==> src/rtl/cart_rom_fetch.sv <==
// rtl/cart_rom_fetch.sv - cartridge ROM byte fetch with a one-word hit buffer
// Purpose: serves one-cycle cart_read strobes from the console core. A read whose word is
//   in the buffer returns one cycle later. Otherwise the word is fetched over mem_req/mem_ack
//   and the byte returns on the edge after the mem_ack edge.
// Ports: clk_sys, reset (sync, active-high), loading (ROM download, flushes buffer),
//   cart_read/cart_addr (byte read request), cart_out/cart_valid (byte return),
//   mem_req/mem_addr/mem_ack/mem_rdata (word fetch handshake), overrun (sticky lost-read flag).
// Optional: define CART_PREFETCH_EN to add a prefetched next-word entry.
module cart_rom_fetch #(
    parameter int ADDR_W     = 25,
    parameter bit PENDING_EN = 1'b1
) (
    input  logic              clk_sys,
    input  logic              reset,
    input  logic              loading,
    input  logic              cart_read,
    input  logic [ADDR_W-1:0] cart_addr,
    output logic [7:0]        cart_out,
    output logic              cart_valid,
    output logic              mem_req,
    output logic [ADDR_W-2:0] mem_addr,
    input  logic              mem_ack,
    input  logic [15:0]       mem_rdata,
    output logic              overrun
);
    localparam int WA_W = ADDR_W - 1;

    // S_RESP is the cycle between the ack edge and the return edge; reads seen there queue
    // like reads seen in S_REQ so a return and a hit never collide on the same edge.
    typedef enum logic [2:0] {S_IDLE, S_REQ, S_RESP, S_DRAIN, S_PF} state_t;

    state_t            state_q, state_d;
    logic              buf_valid_q, buf_valid_d;
    logic [WA_W-1:0]   buf_tag_q, buf_tag_d;
    logic [15:0]       buf_data_q, buf_data_d;
    logic              pend_valid_q, pend_valid_d;
    logic [ADDR_W-1:0] pend_addr_q, pend_addr_d;
    logic              fetch_lsb_q, fetch_lsb_d;
    logic [7:0]        ret_byte_q, ret_byte_d;
    logic              mem_req_q, mem_req_d;
    logic [WA_W-1:0]   mem_addr_q, mem_addr_d;
    logic [7:0]        cart_out_q, cart_out_d;
    logic              cart_valid_q, cart_valid_d;
    logic              overrun_q, overrun_d;
`ifdef CART_PREFETCH_EN
    logic              pf_valid_q, pf_valid_d;
    logic [WA_W-1:0]   pf_tag_q, pf_tag_d;
    logic [15:0]       pf_data_q, pf_data_d;
    logic              hit_pf;
    logic [7:0]        pf_byte;
`endif

    logic              rd_en;
    logic [ADDR_W-1:0] look_addr;
    logic [WA_W-1:0]   look_word;
    logic              hit_main;
    logic [7:0]        main_byte;

    assign rd_en = cart_read && !loading;

    // Lookup uses the live read in IDLE and the queued read in DRAIN.
    always_comb begin
        look_addr = (state_q == S_DRAIN) ? pend_addr_q : cart_addr;
        look_word = look_addr[ADDR_W-1:1];
        hit_main  = buf_valid_q && (buf_tag_q == look_word);
        main_byte = look_addr[0] ? buf_data_q[15:8] : buf_data_q[7:0];
`ifdef CART_PREFETCH_EN
        hit_pf    = pf_valid_q && (pf_tag_q == look_word);
        pf_byte   = look_addr[0] ? pf_data_q[15:8] : pf_data_q[7:0];
`endif
    end

    always_comb begin
        state_d      = state_q;
        buf_valid_d  = buf_valid_q;
        buf_tag_d    = buf_tag_q;
        buf_data_d   = buf_data_q;
        pend_valid_d = pend_valid_q;
        pend_addr_d  = pend_addr_q;
        fetch_lsb_d  = fetch_lsb_q;
        ret_byte_d   = ret_byte_q;
        mem_req_d    = mem_req_q;
        mem_addr_d   = mem_addr_q;
        cart_out_d   = cart_out_q;
        cart_valid_d = 1'b0;
        overrun_d    = overrun_q;
`ifdef CART_PREFETCH_EN
        pf_valid_d   = pf_valid_q;
        pf_tag_d     = pf_tag_q;
        pf_data_d    = pf_data_q;
`endif

        // The slot is consumed in DRAIN, so a read arriving there refills it without loss.
        if (state_q == S_DRAIN) pend_valid_d = 1'b0;
        if (rd_en && state_q != S_IDLE) begin
            if (PENDING_EN) begin
                if (pend_valid_d) overrun_d = 1'b1;
                pend_valid_d = 1'b1;
                pend_addr_d  = cart_addr;
            end else begin
                overrun_d = 1'b1;
            end
        end
        if (loading) pend_valid_d = 1'b0;

        case (state_q)
            S_IDLE, S_DRAIN: begin
                if (state_q == S_DRAIN) state_d = S_IDLE;
                if ((state_q == S_DRAIN) ? !loading : rd_en) begin
                    if (hit_main) begin
                        cart_out_d   = main_byte;
                        cart_valid_d = 1'b1;
                        state_d      = pend_valid_d ? S_DRAIN : S_IDLE;
                    end
`ifdef CART_PREFETCH_EN
                    else if (hit_pf) begin
                        // Prefetched word becomes main; fetch the word after it.
                        cart_out_d   = pf_byte;
                        cart_valid_d = 1'b1;
                        buf_valid_d  = 1'b1;
                        buf_tag_d    = pf_tag_q;
                        buf_data_d   = pf_data_q;
                        pf_valid_d   = buf_valid_q;
                        pf_tag_d     = buf_tag_q;
                        pf_data_d    = buf_data_q;
                        mem_req_d    = 1'b1;
                        mem_addr_d   = pf_tag_q + WA_W'(1);
                        state_d      = S_PF;
                    end
`endif
                    else begin
                        mem_req_d   = 1'b1;
                        mem_addr_d  = look_word;
                        fetch_lsb_d = look_addr[0];
                        state_d     = S_REQ;
                    end
                end
            end
            S_REQ: begin
                if (mem_ack) begin
                    mem_req_d  = 1'b0;
                    ret_byte_d = fetch_lsb_q ? mem_rdata[15:8] : mem_rdata[7:0];
                    // Data fetched during a download may be stale; return it but do not keep it.
                    if (!loading) begin
                        buf_valid_d = 1'b1;
                        buf_tag_d   = mem_addr_q;
                        buf_data_d  = mem_rdata;
                    end
                    state_d = S_RESP;
                end
            end
            S_RESP: begin
                cart_out_d   = ret_byte_q;
                cart_valid_d = 1'b1;
                state_d      = pend_valid_d ? S_DRAIN : S_IDLE;
`ifdef CART_PREFETCH_EN
                if (!pend_valid_d && !loading && buf_valid_q) begin
                    mem_req_d  = 1'b1;
                    mem_addr_d = buf_tag_q + WA_W'(1);
                    state_d    = S_PF;
                end
`endif
            end
`ifdef CART_PREFETCH_EN
            S_PF: begin
                // A prefetch cannot be aborted; demand reads wait in the pending slot.
                if (mem_ack) begin
                    mem_req_d = 1'b0;
                    if (!loading) begin
                        pf_valid_d = 1'b1;
                        pf_tag_d   = mem_addr_q;
                        pf_data_d  = mem_rdata;
                    end
                    state_d = pend_valid_d ? S_DRAIN : S_IDLE;
                end
            end
`endif
            default: state_d = S_IDLE;
        endcase

        if (loading) begin
            buf_valid_d = 1'b0;
`ifdef CART_PREFETCH_EN
            pf_valid_d  = 1'b0;
`endif
        end
    end

    always_ff @(posedge clk_sys) begin
        if (reset) begin
            state_q      <= S_IDLE;
            buf_valid_q  <= 1'b0;
            buf_tag_q    <= '0;
            buf_data_q   <= '0;
            pend_valid_q <= 1'b0;
            pend_addr_q  <= '0;
            fetch_lsb_q  <= 1'b0;
            ret_byte_q   <= '0;
            mem_req_q    <= 1'b0;
            mem_addr_q   <= '0;
            cart_out_q   <= '0;
            cart_valid_q <= 1'b0;
            overrun_q    <= 1'b0;
`ifdef CART_PREFETCH_EN
            pf_valid_q   <= 1'b0;
            pf_tag_q     <= '0;
            pf_data_q    <= '0;
`endif
        end else begin
            state_q      <= state_d;
            buf_valid_q  <= buf_valid_d;
            buf_tag_q    <= buf_tag_d;
            buf_data_q   <= buf_data_d;
            pend_valid_q <= pend_valid_d;
            pend_addr_q  <= pend_addr_d;
            fetch_lsb_q  <= fetch_lsb_d;
            ret_byte_q   <= ret_byte_d;
            mem_req_q    <= mem_req_d;
            mem_addr_q   <= mem_addr_d;
            cart_out_q   <= cart_out_d;
            cart_valid_q <= cart_valid_d;
            overrun_q    <= overrun_d;
`ifdef CART_PREFETCH_EN
            pf_valid_q   <= pf_valid_d;
            pf_tag_q     <= pf_tag_d;
            pf_data_q    <= pf_data_d;
`endif
        end
    end

    assign cart_out   = cart_out_q;
    assign cart_valid = cart_valid_q;
    assign mem_req    = mem_req_q;
    assign mem_addr   = mem_addr_q;
    assign overrun    = overrun_q;
endmodule

==> config.mk <==
export PLATFORM = sky130hd
export DESIGN_NAME = cart_rom_fetch
export DESIGN_NICKNAME = d
export VERILOG_FILES = /design/src/rtl/cart_rom_fetch.sv
export SDC_FILE = /design/constraint.sdc
export NUM_CORES = 1
export LEC_CHECK = 0
export CAP_MARGIN = 15
export CORE_MARGIN = 3
export CORE_UTILIZATION = 58
export DETAILED_ROUTE_END_ITERATION = 16
export GPL_ROUTABILITY_DRIVEN = 0
export PLACE_DENSITY_LB_ADDON = 0.05
export SYNTH_ARGS = -nofsm -noshare
export SYNTH_HDL_FRONTEND = slang
export SYNTH_SLANG_ARGS = --single-unit
==> constraint.sdc <==
create_clock -name clk_sys -period 7.5 [get_ports clk_sys]
set_clock_uncertainty 0.1 [all_clocks]
set_input_delay 1.125 -clock clk_sys [delete_from_list [all_inputs] [get_ports clk_sys]]
set_output_delay 1.125 -clock clk_sys [all_outputs]
set_load 0.02 [all_outputs]
== Yosys cells after proc, flatten, opt, wreduce, memory -nomap -nowiden ==
Index checks and enable logic that the tools add are counted.

* Flip-flop bits (word level): 114
* Output and inout port bits: 35
* Word-level logic and storage cells: 64

* Bitwise logic cells: 2
* Mux-type cells: 23
* Reductions and logical operators: 17
* Equal/unequal tests: 9

{| class="wikitable"
|+ Operators with widths
! cell !! number
|-
| $mux 8 || 4
|-
| $mux 25 || 1
|-
| $eq 24x24->1 || 1
|-
| $pmux 8 s2 || 1
|-
| $mux 1 || 9
|-
| $mux 3 || 3
|-
| $pmux 3 s3 || 1
|-
| $reduce_and 3->1 || 3
|-
| $ne 2x2->1 const B || 4
|-
| $eq 3x2->1 const B || 2
|-
| $reduce_and 2->1 || 3
|-
| $mux 2 || 2
|-
| $pmux 1 s2 || 2
|-
| $reduce_and 4->1 || 1
|-
| $reduce_bool 2->1 || 2
|-
| $reduce_or 2->1 || 2
|-
| $eq 3x1->1 const B || 1
|-
| $logic_and 1x1->1 || 3
|-
| $logic_not 3->1 || 1
|-
| $ne 3x3->1 const B || 1
|-
| $reduce_bool 3->1 || 1
|-
| $not 1->1 || 2
|-
| $logic_not 1->1 || 1
|}

== Logic depth before layout (Yosys ltp) ==
* Depth after elaboration: 9
* Mapped depth: 11
* Mapped depth without buffers: 7

== Least setup slack after synthesis ==
OpenSTA, ideal clock, no wires.

* Path type: in2reg
* Start point: input cart_addr[15]
* End point: register cart_out_q[0] (netlist: cart_out[0])
* Data arrival time: 2848 ps
* Cell stages on the path: 8
* Buffers on the path: 2
* Setup slack: 4431 ps
* Setup time: 121 ps
* Cell sequence: mux2i_1 -> xnor2_1 -> nor3_2 -> nand3_1 -> clkbuf_1 -> o31a_1 -> buf_6 -> mux2_4

* Cells in the longest elaborated chain, start to end: 5

{| class="wikitable"
|+ RTL lines
! item !! line !! text
|-
| start, declared || 17 || <nowiki>input logic [ADDR_W-1:0] cart_addr,</nowiki>
|-
| $mux 25 || 63 || <nowiki>look_addr = (state_q == S_DRAIN) ? pend_addr_q : cart_addr;</nowiki>
|-
| $eq 24x24->1 || 65 || <nowiki>hit_main = buf_valid_q && (buf_tag_q == look_word);</nowiki>
|-
| $logic_and 1x1->1 || 65 ||
|-
| $ne 2x2->1 (no line) || n/a ||
|-
| $reduce_and 3->1 (no line) || n/a ||
|-
| end signal, assigned || 220 || <nowiki>cart_out_q <= cart_out_d;</nowiki>
|-
| end, declared || 42 || <nowiki>logic [7:0] cart_out_q, cart_out_d;</nowiki>
|}

No other way between the ends.
A chain may end at the register's enable or synchronous reset.

== Worst setup path in the final report ==
* Start point: register state_q[1]
* End point: register mem_req_q (netlist: mem_req)

* Cells in the longest elaborated chain, start to end: 6

{| class="wikitable"
|+ RTL lines
! item !! line !! text
|-
| start, declared || 32 || <nowiki>state_t state_q, state_d;</nowiki>
|-
| start signal, assigned || 210 || <nowiki>state_q <= state_d;</nowiki>
|-
| $eq 3x2->1 || 63, 106, 109 ||
|-
| $mux 25 || 63 ||
|-
| $eq 24x24->1 || 65 ||
|-
| $logic_and 1x1->1 || 65 ||
|-
| $ne 2x2->1 (no line) || n/a ||
|-
| $reduce_and 4->1 (no line) || n/a ||
|-
| end signal, assigned || 218 || <nowiki>mem_req_q <= mem_req_d;</nowiki>
|-
| end, declared || 40 || <nowiki>logic mem_req_q, mem_req_d;</nowiki>
|}

Parallel ways exist; a longest one is shown, timed or not.

==> impl_results.md <==
- Most frequent cells in the layout: nand2_1 (161), dfxtp_1 (113), clkdlybuf4s50_1 (79)
- # DRC: 0
- Global-route wire length before repair: 23.5 mm
- Setup repair bufs after CTS: 0
- Xor/xnor share of the synthesized area: 0.0395
- CP startpoint kind: flip-flop
- Drt total wl: 14.7 mm
- Setup crit end kind: flip-flop
- Starting Density: 0.604
- Clock share of power: 0.387
- Synth unique cells: 37
- Psw: 0.616 mW
- Worst slew pin tran: 1.06 ns
- Final Cell Area: 6640 sq um
- Achievable Freq: 0.277 GHz
- # diodes: 0
- Initial antenna violation count: 0
- Most common cell after layout, fill and taps aside: nand2_1
- Nets: 772
- Num rows: 34
- Synthesized instance count: 668
- Max FO, Critical Path: 28
- Largest family of logic cells by synthesized area: simple AND/OR/NAND/NOR gates
- CTS tree: done
- 1st-iter DRT viols: 377
- Chip height: 102 um
- Final Non-Filler Cells: 842
- R2R depth: 8
- CP Buf/Inv Count: 1
- Reg-to-Reg Start: state_q[1]$_SDFFE_PP0P_
- RSZ-0062 raised after global routing: false
- Max VDD drop: 0.186 mV
- Largest net degree at the start of global routing: 84
- Die width: 102 um
- CTS resizes: 0
- Fin. Hold Viols: 0
- Synth Register Bits: 113
- Adder-Cell Fraction of Synth Area: 0.00941
- Crit path DAT: 3.93 ns
- Sw frac: 0.320
- Post-DP HPWL: 9.20 mm
- # hold bufs at CTS: 0
- Reg-to-reg endpoint: mem_req$_SDFFE_PP0P_
- Max Cap Viol: 0
- CP Cell Sequence: ha_1, buf_4, mux2i_1, xnor2_1, nor4_1, and2_1, nand3_1, o311ai_1
- # fillers: 654
- Register area share after synthesis: 0.425
- CP required: 7.82 ns
- Reg2reg setup slack: 3.89 ns
- DR WL/cell: 17.5 um
- Post-synthesis cell area: 5320 sq um
- Vias/cell: 5.86
- Leak pwr: 2.28 nW
- Area growth syn-to-layout: 24.9%
- Kind of critical path: reg -> reg
- IO Port Bufs: 80
- Reg power frac: 0.365
- Multiplexer area fraction after synthesis: 0.102
- Clock latency on the worst-skew pair: 0.52 ns
- Clock tree sinks: 113
- Synth Area in Compound Gates: 0.153
- Post-Place Cell Area: 6090 sq um
- # H-tree levels: 4
- Delay-heaviest family, CP: simple AND/OR/NAND/NOR gates
- Root Driver: clkbuf_8
- Die area: 10400 sq um
- Std-Cell Core Area: 8810 sq um
- Syn nets: 718
- Post-synthesis simple-gate area fraction: 0.220
- Logic pwr share: 0.248
- Pins Over Slew Limit: 0
- Syn Area/Cell: 7.96 sq um
- Max Root-Sink Buffers: 2
- Endpoint, Worst Hold: buf_data_q[12]$_SDFFE_PP0P_
- Gr ovfl total: 0
- Number of cells on the worst hold path: 2
- Setup TNS: 0 ns
- Share of cells above drive strength 1: 0.0777
- Slew HR: 0.294
- Via Count: 4937
- Final period util: 0.481
- Status: complete, no violations
- Vias in the first global route: 4676
- Num CTS Buffers: 17
- Tmin final: 3.61 ns
- Ys Warns: 0
- Cell Pwr Density: 290 nW/um^2
- Worst min path class: reg -> reg
- Inst Count DP: 811
- Total GRT Usage: 0.292
- Internal Power: 1.31 mW
- First-pass DRT Iterations: 6
- Antenna-violating nets left: 0
- CP peak stage delay: 0.89 ns
- Hold path start: buf_data_q[12]$_SDFFE_PP0P_
- Slowest cell on the critical path: and2_1
- Final setup vio count: 0
- Io pins: 81
- CTS clk-pin slew, worst paths: 0.06 ns
==> cells by family (layout without fill, tap and decap cells) <==
group,count (synthesis),in the layout
xor+xnor,24,24
compound gates,147,147
simple gates,272,272
buf+inv,59,125
fa+ha+maj,4,4
flops,113,113
mux,49,49
==> cells in the mapped netlist, drive strengths merged <==
master | n | area [sq um]
nand2 | 161 | 604
dfxtp | 113 | 2260
a21oi | 77 | 385
nor2 | 55 | 206
clkbuf | 41 | 154
mux2i | 41 | 422
nand4 | 28 | 175
o21ai | 28 | 140
a31oi | 27 | 169
buf | 13 | 95.1
xor2 | 13 | 114
xnor2 | 11 | 96.3
nor2b | 10 | 62.6
a211oi | 9 | 72.6
mux2 | 8 | 120
inv | 5 | 18.8
ha | 4 | 50.1
nor3 | 4 | 25.0
and2 | 3 | 18.8
nand3 | 3 | 15.0
nor4 | 3 | 25.0
o21bai | 2 | 15.0
or4 | 2 | 18.8
a21o | 1 | 7.51
a311oi | 1 | 8.76
nand2b | 1 | 6.26
o311ai | 1 | 8.76
o31a | 1 | 8.76
or2 | 1 | 6.26
or3 | 1 | 6.26
==> through the flow <==
step | hold slack (ns) | utilization | total power, mW | setup slack (ns)
finish | 0.352 | 0.754 | 1.93 | 3.89
global route | 0.370 | 0.754 | 2.01 | 3.74
CTS | 0.353 | 0.754 | 1.92 | 3.94
detailed placement | 0.346 | 0.692 | 1.18 | 3.50
global placement | 0.341 | 0.692 | 1.16 | 3.54
floorplan | 0.336 | - | 1.03 | 4.43
==> routing by layer <==
layer  vias up  routed length (um)  share of wire  GRT usage
met5         -                   0              0          0
met4         0                 129         0.0088     0.0849
met3        12                1250          0.085     0.0544
met2       238                6580           0.45      0.427
met1      2299                6760           0.46      0.437
li1       2388                   -              -          -
==> tightest hold or removal path: cells and delay by family (launching register included) <==
kind	cells	cell delay [ns]
compound gates	1	0.05
simple gates	1	0.05
flops	1	0.30
==> power groups by stage <==
stage,registers (mW),logic [mW],clock network [mW]
global placement,0.710,0.452,0
floorplan,0.726,0.302,0
detailed placement,0.714,0.464,0
finish,0.704,0.478,0.747
global route,0.710,0.519,0.779
CTS,0.702,0.471,0.751
==> registers in the layout, indices dropped and copies added, names as in the netlist, 2 cells and up <==
register and flops:
buf_data_q 16, buf_tag_q 24, cart_out 8, mem_addr 24, pend_addr_q 25, ret_byte_q 8, state_q 2
==> worst max path at each step <==
| stage | startpoint | to | slack [ns] | depth (start not counted) |
|---|---|---|---|---|
| after floorplan | cart_addr[15] | cart_out[0]$_SDFFE_PP0P_ | 4.43 | 8 |
| after global placement | cart_addr[18] | cart_out[3]$_SDFFE_PP0P_ | 3.54 | 7 |
| after detailed placement | cart_addr[18] | cart_out[3]$_SDFFE_PP0P_ | 3.50 | 7 |
| after CTS | state_q[1]$_SDFFE_PP0P_ | cart_out[3]$_SDFFE_PP0P_ | 3.94 | 8 |
| after global routing | state_q[0]$_SDFFE_PP0P_ | cart_out[3]$_SDFFE_PP0P_ | 3.74 | 8 |
| final | state_q[1]$_SDFFE_PP0P_ | mem_req$_SDFFE_PP0P_ | 3.89 | 8 |
==> cell type report <==
type / count / area [sq um] / share of cell area
Multi-Input combinational cell: 496 / 2810 / 0.423
Clock inverter: 11 / 115 / 0.0173
Inverter: 5 / 18.8 / 0.00283
Tap cell: 108 / 135 / 0.0203
Sequential cell: 113 / 2260 / 0.341
Timing Repair Buffer: 89 / 866 / 0.130
Clock buffer: 20 / 435 / 0.0656
No activity file was read; power rests on OpenSTA's default activity.
